$ cat config.mk
export PLATFORM = sky130hd
export DESIGN_NAME = sled_scan
export DESIGN_NICKNAME = d
export VERILOG_FILES = /design/src/rtl/sled_pkg.sv /design/src/rtl/sled_lz_mask.sv /design/src/rtl/sled_scan.sv
export SDC_FILE = /design/constraint.sdc
export NUM_CORES = 1
export LEC_CHECK = 0
export ABC_AREA = 1
export ABC_CLOCK_PERIOD_IN_PS = 2600
export BUFFER_PORTS_ARGS = -buffer_cell sky130_fd_sc_hd__buf_2
export CORE_MARGIN = 3
export CORE_UTILIZATION = 30
export CTS_CLUSTER_SIZE = 40
export DETAILED_ROUTE_END_ITERATION = 8
export PLACE_DENSITY = 0.55
export REMOVE_ABC_BUFFERS = 1
export SLEW_MARGIN = 10
export SYNTH_ARGS = -nofsm -noshare
export SYNTH_HDL_FRONTEND = slang
export SYNTH_SLANG_ARGS = --single-unit
$ cat constraint.sdc
create_clock -name CLK50M -period 2.6 [get_ports CLK50M]
set_input_delay 0 -clock CLK50M [delete_from_list [all_inputs] [get_ports CLK50M]]
set_output_delay 0 -clock CLK50M [all_outputs]
set_load 0.005 [all_outputs]
$ cat src/rtl/sled_pkg.sv
// Shared types and constants for the 4-digit 7-seg scan driver.
// Holds the slot state enum, digit count, all-off enable pattern and default timing.
// No ports; imported by sled_scan and sled_lz_mask.
package sled_pkg;

   typedef enum logic {S_ON, S_GAP} state_e;

   localparam int         NDIG    = 4;
   localparam logic [3:0] DIG_OFF = 4'b1111;
   localparam int         DIV_DEF = 50000;
   localparam int         GAP_DEF = 500;

endpackage

$ cat src/rtl/sled_lz_mask.sv
// Leading-zero blank mask: marks which digits are dark when blanking is enabled.
// Ports: snap_i (displayed 16-bit value), lzb_i (blank enable) -> blank_o[k]=1 hides digit k.
// Purely combinational; digit 0 is never blanked so a zero value still shows "0".
module sled_lz_mask
   import sled_pkg::*;
(
   input  logic [15:0]     snap_i,
   input  logic            lzb_i,
   output logic [NDIG-1:0] blank_o
);

   // Digit k is a leading zero when every nibble from k upward is zero.
   always_comb begin
      blank_o    = '0;
      blank_o[1] = lzb_i && (snap_i[15:4]  == 12'h000);
      blank_o[2] = lzb_i && (snap_i[15:8]  == 8'h00);
      blank_o[3] = lzb_i && (snap_i[15:12] == 4'h0);
   end

endmodule

$ cat src/rtl/sled_scan.sv
// Digit-scan driver: snapshots DIN on LOAD, commits at frame boundaries, walks digits 0..3
// with an all-off gap between slots. Ports: CLK50M/RST_N (sync active-low), DIN/LOAD/LZB in;
// QT (nibble), DIG_N (active-low enables), FRAME (boundary pulse) out, all registered.
module sled_scan
   import sled_pkg::*;
#(
   parameter int DIV = DIV_DEF,
   parameter int GAP = GAP_DEF
)
(
   input  logic        CLK50M,
   input  logic        RST_N,
   input  logic [15:0] DIN,
   input  logic        LOAD,
   input  logic        LZB,
   output logic [3:0]  QT,
   output logic [3:0]  DIG_N,
   output logic        FRAME
);

   localparam int             MAXC   = (DIV > GAP) ? DIV : GAP;
   localparam int             CW     = $clog2(MAXC);
   localparam logic [CW-1:0]  DIV_M1 = CW'(DIV - 1);
   localparam logic [CW-1:0]  GAP_M1 = CW'((GAP > 0) ? GAP - 1 : 0);

   state_e          state_q, state_d;
   logic [1:0]      idx_q, idx_d;
   logic [CW-1:0]   cnt_q, cnt_d;
   logic            run_q, run_d;
   logic [15:0]     snap_q, snap_d;
   logic [15:0]     shadow_q, shadow_d;
   logic            pend_q, pend_d;
   logic [3:0]      qt_q, qt_d;
   logic [3:0]      dig_q, dig_d;
   logic            frame_q, frame_d;
   logic            boundary;
   logic [NDIG-1:0] blank;

   // Slot sequencing and snapshot commit. Outputs are registered from the next
   // state, so run_q holds the first post-reset cycle at ON/idx0/cnt0.
   always_comb begin
      state_d  = state_q;
      idx_d    = idx_q;
      cnt_d    = cnt_q;
      run_d    = 1'b1;
      shadow_d = shadow_q;
      pend_d   = pend_q;
      snap_d   = snap_q;
      if (run_q) begin
         case (state_q)
            S_ON: begin
               if (cnt_q == DIV_M1) begin
                  cnt_d = '0;
                  if (GAP == 0) idx_d = idx_q + 2'd1;
                  else          state_d = S_GAP;
               end else begin
                  cnt_d = cnt_q + CW'(1);
               end
            end
            S_GAP: begin
               if (cnt_q == GAP_M1) begin
                  cnt_d   = '0;
                  idx_d   = idx_q + 2'd1;
                  state_d = S_ON;
               end else begin
                  cnt_d = cnt_q + CW'(1);
               end
            end
            default: state_d = S_ON;
         endcase
      end
      // Digit index only moves on a slot change, so 3->0 marks the frame start.
      boundary = run_q && (idx_q == 2'd3) && (idx_d == 2'd0);
      if (LOAD) begin
         shadow_d = DIN;
         pend_d   = 1'b1;
      end
      if (boundary) begin
         // A load landing on the boundary bypasses the shadow for this frame.
         if (LOAD) begin
            snap_d = DIN;
            pend_d = 1'b0;
         end else if (pend_q) begin
            snap_d = shadow_q;
            pend_d = 1'b0;
         end
      end
   end

   sled_lz_mask u_lz_mask (
      .snap_i  (snap_d),
      .lzb_i   (LZB),
      .blank_o (blank)
   );

   // Output values use the freshly committed snapshot, so a new frame shows
   // the new value from its very first cycle.
   always_comb begin
      dig_d   = DIG_OFF;
      qt_d    = qt_q;
      frame_d = boundary;
      if (state_d == S_ON) begin
         qt_d = snap_d[{idx_d, 2'b00} +: 4];
         if (!blank[idx_d]) dig_d = ~(4'b0001 << idx_d);
      end
   end

   always_ff @(posedge CLK50M) begin
      if (!RST_N) begin
         state_q  <= S_ON;
         idx_q    <= 2'd0;
         cnt_q    <= '0;
         run_q    <= 1'b0;
         snap_q   <= 16'h0000;
         shadow_q <= 16'h0000;
         pend_q   <= 1'b0;
         qt_q     <= 4'h0;
         dig_q    <= DIG_OFF;
         frame_q  <= 1'b0;
      end else begin
         state_q  <= state_d;
         idx_q    <= idx_d;
         cnt_q    <= cnt_d;
         run_q    <= run_d;
         snap_q   <= snap_d;
         shadow_q <= shadow_d;
         pend_q   <= pend_d;
         qt_q     <= qt_d;
         dig_q    <= dig_d;
         frame_q  <= frame_d;
      end
   end

   assign QT    = qt_q;
   assign DIG_N = dig_q;
   assign FRAME = frame_q;

endmodule

### After elaboration in Yosys (flattened, before gate mapping)

Cells that the tools add are included.

| operators by class | value |
|---|---|
| add/subtract/negate cells | 2 |
| magnitude comparators | 1 |
| eq/ne operators | 3 |
| shift-type cells | 2 |
| mux-type cells | 20 |
| bitwise operators | 3 |
| reductions and logical operators | 10 |

Operators by type and width:

| cell | count |
|---|---|
| $mux W16 | 5 |
| $pmux W16 S2 | 1 |
| $add A16 B1 Y16 const B | 1 |
| $eq A16 B16 Y1 const B | 1 |
| $eq A16 B9 Y1 const B | 1 |
| $shiftx A16 B5 Y4 | 1 |
| $logic_not A12 Y1 | 1 |
| $mux W1 | 9 |
| $logic_not A8 Y1 | 1 |
| $mux W2 | 3 |
| $logic_and A1 B1 Y1 | 5 |
| $logic_not A4 Y1 | 1 |
| $not A4 Y4 | 1 |
| $shl A1 B2 Y4 const A | 1 |
| $lt A2 B3 Y1 const B | 1 |
| $reduce_or A3 Y1 | 1 |
| $add A2 B1 Y2 const B | 1 |
| $bmux W1 S2 | 1 |
| $eq A2 B2 Y1 const B | 1 |
| $logic_not A2 Y1 | 1 |
| $not A1 Y1 | 2 |
| $pmux W1 S2 | 1 |

| storage, ports and cells | value |
|---|---|
| register bits after elaboration | 62 |
| logic and storage cells | 51 |

### Logic depth before layout (Yosys ltp)

Gate-level depths: netlist (run 1).

| logic depth | value |
|---|---|
| depth in word-level cells | 12 |
| gate-level depth with buffers | 18 |
| depth with buffers taken out | 17 |

### Modules after synthesis

A second synthesis (run 1) with hierarchy kept.

| second synthesis, totals | value |
|---|---|
| cell total of the unflattened synthesis | 438 |
| area total of the unflattened synthesis | 3221.8 um^2 |

Modules (own cells, without submodules):

| module | times used | cells each | area each (um^2) |
|---|---|---|---|
| sled_scan | 1 | 424 | 3158.0 |
| sled_lz_mask | 1 | 14 | 63.8 |

### Worst setup path after synthesis (run 1)

No wires, ideal clock.

| timing path | value |
|---|---|
| path type | register -> register |
| from | register cnt_q[0] |
| to | register dig_q[0], in the netlist DIG_N[0] |
| arrival time | 1.741 ns |
| data required time | 2.459 ns |
| setup slack | 0.718 ns |
| cell stages (with the launch flop) | 18 |
| buffers on the path | 1 |
| clock period less this slack | 1.882 ns |
| cell sequence | dfxtp_1 > ha_1 > nand2_1 > inv_1 > nand2_1 > nor2_1 > nand3_1 > nand2_1 > nand2_2 > nand3_4 > buf_6 > nand2_1 > nand2_1 > nor2_1 > nand3_1 > nand2_1 > nand3_2 > nand3_1 |

| between the ends | value |
|---|---|
| longest elaborated chain between the ends | 12 |

Ends and longest elaborated chain:

| element | RTL line | text |
|---|---|---|
| start: declaration | sled_scan.sv:28 | `logic [CW-1:0] cnt_q, cnt_d;` |
| start signal: assignment | sled_scan.sv:123 | `cnt_q <= cnt_d;` |
| $eq A16 B9 Y1 | sled_scan.sv:61 | `if (cnt_q == GAP_M1) begin` |
| $mux W2 | sled_scan.sv:61 |  |
| $mux W2 | sled_scan.sv:50 | `case (state_q)` |
| $mux W2 | sled_scan.sv:49 | `if (run_q) begin` |
| $logic_not A2 Y1 | sled_scan.sv:73 | `boundary = run_q && (idx_q == 2'd3) && (idx_d == 2'd0);` |
| $logic_and A1 B1 Y1 | sled_scan.sv:73 |  |
| $mux W16 | sled_scan.sv:78 | `if (boundary) begin` |
| $logic_not A12 Y1, or another cell as far along | sled_lz_mask.sv:15 | `blank_o[1] = lzb_i && (snap_i[15:4] == 12'h000);` |
| $logic_and A1 B1 Y1, on equally long branches | sled_lz_mask.sv:15, sled_lz_mask.sv:16, sled_lz_mask.sv:17 |  |
| $bmux W1 S2 | sled_scan.sv:104 | `if (!blank[idx_d]) dig_d = ~(4'b0001 << idx_d);` |
| $mux W1 (implied by the code) | sled_scan.sv:104 |  |
| $reduce_or A3 Y1 (no source line) | - |  |
| end signal: assignment | sled_scan.sv:129 | `dig_q <= dig_d;` |
| end: declaration | sled_scan.sv:34 | `logic [3:0] dig_q, dig_d;` |

Parallel ways exist; a longest one is shown, timed or not. The select of a mux whose other input is x is not followed.
A chain may end at the register's enable or synchronous reset.

### Final worst setup path (run 1)

| timing path | value |
|---|---|
| from | register cnt_q[1] |
| to | register dig_q[1], in the netlist DIG_N[1] |

The elaborated chain is that of the path after synthesis.

==> impl_metrics.json, run 1 <==
{
  "synthFlopType": "dfxtp_1",
  "path_delay_family": "simple AND/OR/NAND/NOR gates",
  "multi_input_area_mm2": 0.00148,
  "die_w_um": 106,
  "die-area_mm2": 0.0112,
  "power_density_mw_per_mm2": 609,
  "post-cts-setup-buffer-count": 0,
  "viasPerCell": 4.59,
  "grt_max_degree": 43,
  "place_congestion": 0.815,
  "core-area_mm2": 0.00946,
  "critical_path_peak_fanout": 18,
  "holdCritPathClass": "primary input to flop",
  "layout_commonest_cell": "nand2_1",
  "critPathMaxStageDelay_ns": 0.38,
  "clock_skew_ns": 0.0111,
  "fillers": 1021,
  "setup_viol": 0,
  "syn-cell-area_mm2": 0.00300,
  "clk_pin_slew_ns": 0.07,
  "grt_remaining_overflow": 0,
  "drt_iter0_drc": 149,
  "fmax_mhz": 429,
  "crit_chain": "ha_1 -> nand2_1 -> inv_1 -> nand2_1 -> nor2_1 -> nand4_1 -> nand2_2 -> nand3_4 -> o21ai_0 -> nor2_1 -> nand2_1 -> nand2_1 -> nand3_2 -> nand3_1",
  "antenna_cells": 0,
  "critPathCaptureType": "flop",
  "yosys.area.top_type_share": 0.414,
  "cp.required_ns": 2.79,
  "drv_cap": 0,
  "cp.arrival_ns": 2.52,
  "crit_path_frequent_cell": "nand2_1",
  "syn_inst": 441,
  "clock-sinks": 62,
  "drive_gt1_frac": 0.132,
  "leakage_nw": 1.60,
  "syn_to_final_growth_pct": 23.7,
  "peakVddDrop_mv": 0.424,
  "htreeDepth": 3,
  "postSynth.asyncResetShare": 0,
  "rows": 35,
  "hold_viol_final": 0,
  "cts_made_buffers": 9,
  "timing.final.crit_period_ns": 2.33,
  "grt_pass1_wl_um": 12700,
  "synth_cell_types": 36,
  "crit_buf_inv": 1,
  "antenna_left": 0,
  "initial_utilization": 0.317,
  "synth_seq_cells": 62,
  "cp-start-kind": "flop",
  "synth_edf_count": 0,
  "antenna_found_initial": 0,
  "worst_pin_slew_ns": 0.620,
  "drt-total-wl_um": 7340,
  "track_usage": 0.140,
  "yosys-top-cells-area": "dfxtp_1 41%, nand2_1 15%, nor2_1 7.8%",
  "die_h_um": 106,
  "critical_path_class": "flop to flop",
  "synth_area_leader_cell": "dfxtp_1",
  "place_area_mm2": 0.00327,
  "ys_warn_count": 0,
  "nets": 509,
  "cts-root-buf": "clkbuf_8",
  "grt_pass1_vias": 2793,
  "clock_latency_ns": 0.35,
  "layout_common_cells": "120 x nand2_1, 62 x dfxtp_1, 62 x nor2_1",
  "rsz0062_at_grt": "no",
  "finalCritPeriodShare": 0.897,
  "finalMaxSlewViolations": 0,
  "vias": 2848,
  "cts_tree": "yes",
  "io_buffers": 28,
  "regArea_mm2": 0.00124,
  "final_cell_area_mm2": 0.00371,
  "drc": 0,
  "clock_path_buffers": 2,
  "tns_ns": 0,
  "status": "completed",
  "fin_util": 0.392,
  "routedWlPerCell_um": 11.8,
  "detail_route.first_pass.iterations": 4,
  "synth.avg_cell_area_um2": 6.81,
  "cp_slowest_cell": "dfxtp_1",
  "boundaryPins": 29,
  "synth-seq-area-share": 0.414,
  "slew-limit-headroom": 0.586,
  "dp_hpwl_um": 5130
}
==> final timing paths <==
check / start / to / slack (ns) / depth (start not counted)
worst min-delay path: LZB / DIG_N[2] / 0.1 / 5
worst max register to register: cnt_q[1] / DIG_N[1] / 0.27 / 14
worst min register to register: shadow_q[1] / shadow_q[1] / 0.46 / 2
worst max-delay path: cnt_q[1] / DIG_N[1] / 0.27 / 14
==> logic make-up after synthesis <==
group / after synthesis / share of synthesized area
and+or+nand+nor: 242 / 0.350
xor gates and xnor gates: 6 / 0.0175
buffers and inverters: 68 / 0.0934
adders and majority gates: 2 / 0.00834
DFF: 62 / 0.414
AOI/OAI and AO/OA: 61 / 0.118
==> worst reg2reg max path: cells and delay by family, from the launching register on <==
| family | cells | cell delay (ns) |
|---|---|---|
| AND/OR/NAND/NOR | 11 | 1.18 |
| adder cells (fa/ha/maj) | 1 | 0.21 |
| AO/OA/AOI/OAI | 1 | 0.36 |
| buffers and inverters | 1 | 0.05 |
| flip-flops | 1 | 0.38 |
==> cells in the mapped netlist, types with 2 or more instances <==
cell      instances
nor2_2            4
a21boi_0          3
buf_2             3
nand3_1          22
nor3_1            5
o21a_1            6
xor2_1            5
o21ai_1           2
clkbuf_1         11
o21ai_0           9
ha_1              2
nand2_1         120
inv_1            48
nand4_1          14
o41ai_1           2
nor2_1           62
a21oi_1          30
o22ai_1           5
and2_1            3
dfxtp_1          62
nor3b_1           3
buf_6             2
nand2_2           5
==> routing by layer <==
| metal | global-route usage | part of all wire |
|---|---|---|
| met1 | 0.175 | 0.50 |
| met3 | 0.0455 | 0.040 |
| met4 | 0.0583 | 0.018 |
| met5 | 0 | 0 |
| met2 | 0.220 | 0.44 |
==> where the power goes <==
part           switching, mW  internal (mW)  leakage (nW)
Combinational         0.0740         0.0593         0.959
Clock                  0.389          0.758         0.132
Sequential            0.0126          0.969         0.504
==> state kept, by name, indices dropped and copies added, names as in the netlist <==
| register | flops |
|---|---|
| pend_q | 1 |
| idx_q | 2 |
| state_q | 1 |
| run_q | 1 |
| snap_q | 16 |
| DIG_N | 4 |
| shadow_q | 16 |
| FRAME | 1 |
| QT | 4 |
| cnt_q | 16 |
==> final cells by class <==
| type | count | share of cell area |
|---|---|---|
| multi-input combinational | 311 | 0.399 |
| sequential | 62 | 0.334 |
| timing repair buffer | 52 | 0.0977 |
| inverter | 51 | 0.0529 |
| tap | 129 | 0.0435 |
| clock buffer | 10 | 0.0371 |
| clock inverter | 6 | 0.0357 |
==> what timing repair did <==
item / in CTS / in global routing
hold buffers: 17 / 0
gates resized for setup: 0 / 2
hold endpoints to repair: 17 / 0
setup endpoints to repair: 0 / 2
==> per-stage QoR <==
stage	cells	total power, mW	hold WS [ns]	worst slack, ns
after floorplan	424	1.07	0.0277	0.528
after global placement	588	1.12	0.165	0.312
after detailed placement	588	1.12	0.171	0.300
after CTS	621	2.30	0.0671	0.278
after global routing	621	2.35	0.103	0.0221
final	621	2.26	0.0958	0.268
(Power assumes the default switching activity.)
==> run 2: changes to the inputs <==
--- a/config.mk
+++ b/config.mk
@@ -8,11 +8,14 @@
 export ABC_AREA = 1
 export ABC_CLOCK_PERIOD_IN_PS = 2600
 export BUFFER_PORTS_ARGS = -buffer_cell sky130_fd_sc_hd__buf_2
+export CELL_PAD_IN_SITES_DETAIL_PLACEMENT = 0
+export CELL_PAD_IN_SITES_GLOBAL_PLACEMENT = 1
 export CORE_MARGIN = 3
 export CORE_UTILIZATION = 30
+export CTS_CLUSTER_DIAMETER = 200
 export CTS_CLUSTER_SIZE = 40
 export DETAILED_ROUTE_END_ITERATION = 8
-export PLACE_DENSITY = 0.55
+export PLACE_DENSITY = 0.69
 export REMOVE_ABC_BUFFERS = 1
 export SLEW_MARGIN = 10
 export SYNTH_ARGS = -nofsm -noshare
==> impl_metrics.json, run 2 (same netlist as run 1, synthesis figures left out) <==
{
  "viasPerCell": 4.56,
  "cp-start-kind": "flop",
  "dp_hpwl_um": 5340,
  "cp_slowest_cell": "dfxtp_1",
  "vias": 2827,
  "critical_path_class": "flop to flop",
  "nets": 510,
  "rows": 35,
  "htreeDepth": 3,
  "die-area_mm2": 0.0112,
  "top_regs": "cnt_q x16, shadow_q x16, snap_q x16",
  "hold_viol_final": 0,
  "tns_ns": 0,
  "peakVddDrop_mv": 0.186,
  "crit_start": "cnt_q[1]",
  "power_density_mw_per_mm2": 522,
  "cts_tree": "yes",
  "drt_iter0_drc": 205,
  "fmax_mhz": 436,
  "drive_gt1_frac": 0.128,
  "grt_pass1_vias": 2757,
  "antenna_found_initial": 0,
  "cp.arrival_ns": 2.55,
  "clock-sinks": 62,
  "clk_pin_slew_ns": 0.07,
  "antenna_cells": 0,
  "clock_latency_ns": 0.34,
  "hp-start": "LZB",
  "fin_util": 0.383,
  "initial_utilization": 0.317,
  "drt-total-wl_um": 7350,
  "routedWlPerCell_um": 11.9,
  "timing.final.crit_period_ns": 2.29,
  "die_w_um": 106,
  "leakage_nw": 1.56,
  "clock_skew_ns": 0.0116,
  "finalMaxSlewViolations": 0,
  "die_h_um": 106,
  "layout_common_cells": "120 x nand2_1, 62 x dfxtp_1, 62 x nor2_1",
  "path_delay_family": "simple AND/OR/NAND/NOR gates",
  "crit_buf_inv": 2,
  "worst_pin_slew_ns": 0.611,
  "clock_path_buffers": 2,
  "grt_max_degree": 25,
  "io_buffers": 28,
  "critPathMaxStageDelay_ns": 0.37,
  "status": "completed",
  "track_usage": 0.141,
  "cts_made_buffers": 9,
  "core-area_mm2": 0.00946,
  "critical_path_peak_fanout": 18,
  "crit_path_frequent_cell": "nand2_1",
  "holdCritPathClass": "primary input to flop",
  "r2r_start": "cnt_q[1]",
  "cp.required_ns": 2.86,
  "cts-root-buf": "clkbuf_8",
  "syn_to_final_growth_pct": 20.6,
  "crit_chain": "ha_1 -> nand2_1 -> inv_1 -> nand2_1 -> nor2_1 -> nand4_1 -> nand2_2 -> nand3_4 -> inv_4 -> nand2_1 -> o21ai_1 -> nand2_1 -> nor2_2 -> nand3_2 -> nand3_1",
  "boundaryPins": 29,
  "setup_viol": 0,
  "drv_cap": 0,
  "critPathCaptureType": "flop",
  "place_congestion": 0.825,
  "detail_route.first_pass.iterations": 4,
  "rsz0062_at_grt": "no",
  "antenna_left": 0,
  "fillers": 1045,
  "post-cts-setup-buffer-count": 0,
  "slew-limit-headroom": 0.592,
  "finalCritPeriodShare": 0.881,
  "grt_pass1_wl_um": 12900,
  "layout_commonest_cell": "nand2_1",
  "grt_remaining_overflow": 0,
  "drc": 0
}
## run 2: cell count changes in the layout (fill, tap and decap cells not counted)
cell,previous run,this run
buf_4,7,8
bufinv_16,4,0
clkbuf_1,0,1
clkbuf_8,10,12
clkinvlp_4,1,0
inv_4,0,1
inv_6,1,0
o21ai_0,8,7
o21ai_1,3,4
## run 2: worst min-delay path, delay by kind of cell
kind,cells,cell delay (ns)
buffers and inverters,1,0.10
AND/OR/NAND/NOR,4,0.29
## run 2: repair_timing
item | 4_1_cts | 5_1_grt
endpoints found under the hold margin | 17 | 0
hold buffers | 17 | 0
setup endpoints to repair | 0 | 4
gates resized for setup | 0 | 2
## run 2: through the flow
step | instance area (um^2) | setup slack (ns) | cells | power [mW] | hold WS (ns)
after global placement | 3280 | 0.340 | 589 | 1.12 | 0.148
after floorplan | 2920 | 0.528 | 424 | 1.07 | 0.0277
after global routing | 3620 | 0.0110 | 620 | 1.98 | 0.108
after detailed placement | 3280 | 0.259 | 589 | 1.12 | 0.150
final | 3620 | 0.309 | 620 | 1.89 | 0.101
after CTS | 3620 | 0.237 | 620 | 1.93 | 0.0889
## run 2: routing by layer
layer	track usage	routed length (um)	vias to the layer above
met3	0.0298	250	11
met2	0.213	3030	54
met4	0.0611	89	0
li1	-	-	1504
met1	0.194	3990	1258
met5	0	0	-
## run 2: worst paths after layout
path / slack [ns] / cells past startpoint / endpoint
setup reg to reg: 0.31 / 15 / DIG_N[2]
setup / recovery: 0.31 / 15 / DIG_N[2]
hold / removal: 0.10 / 5 / DIG_N[0]
hold reg to reg: 0.45 / 2 / QT[3]
## run 2: layout make-up
| cell class | instances | area (um^2) | area share |
|---|---|---|---|
| Sequential cell | 62 | 1240 | 0.343 |
| Multi-Input combinational cell | 311 | 1480 | 0.409 |
| Inverter | 51 | 194 | 0.0536 |
| Tap cell | 129 | 161 | 0.0446 |
| Timing Repair Buffer | 53 | 370 | 0.102 |
| Clock inverter | 1 | 5.00 | 0.00138 |
| Clock buffer | 13 | 169 | 0.0466 |
## run 2: where the power goes
group,internal [mW],switching (mW)
registers,0.969,0.0119
clock network,0.413,0.361
logic,0.0603,0.0769
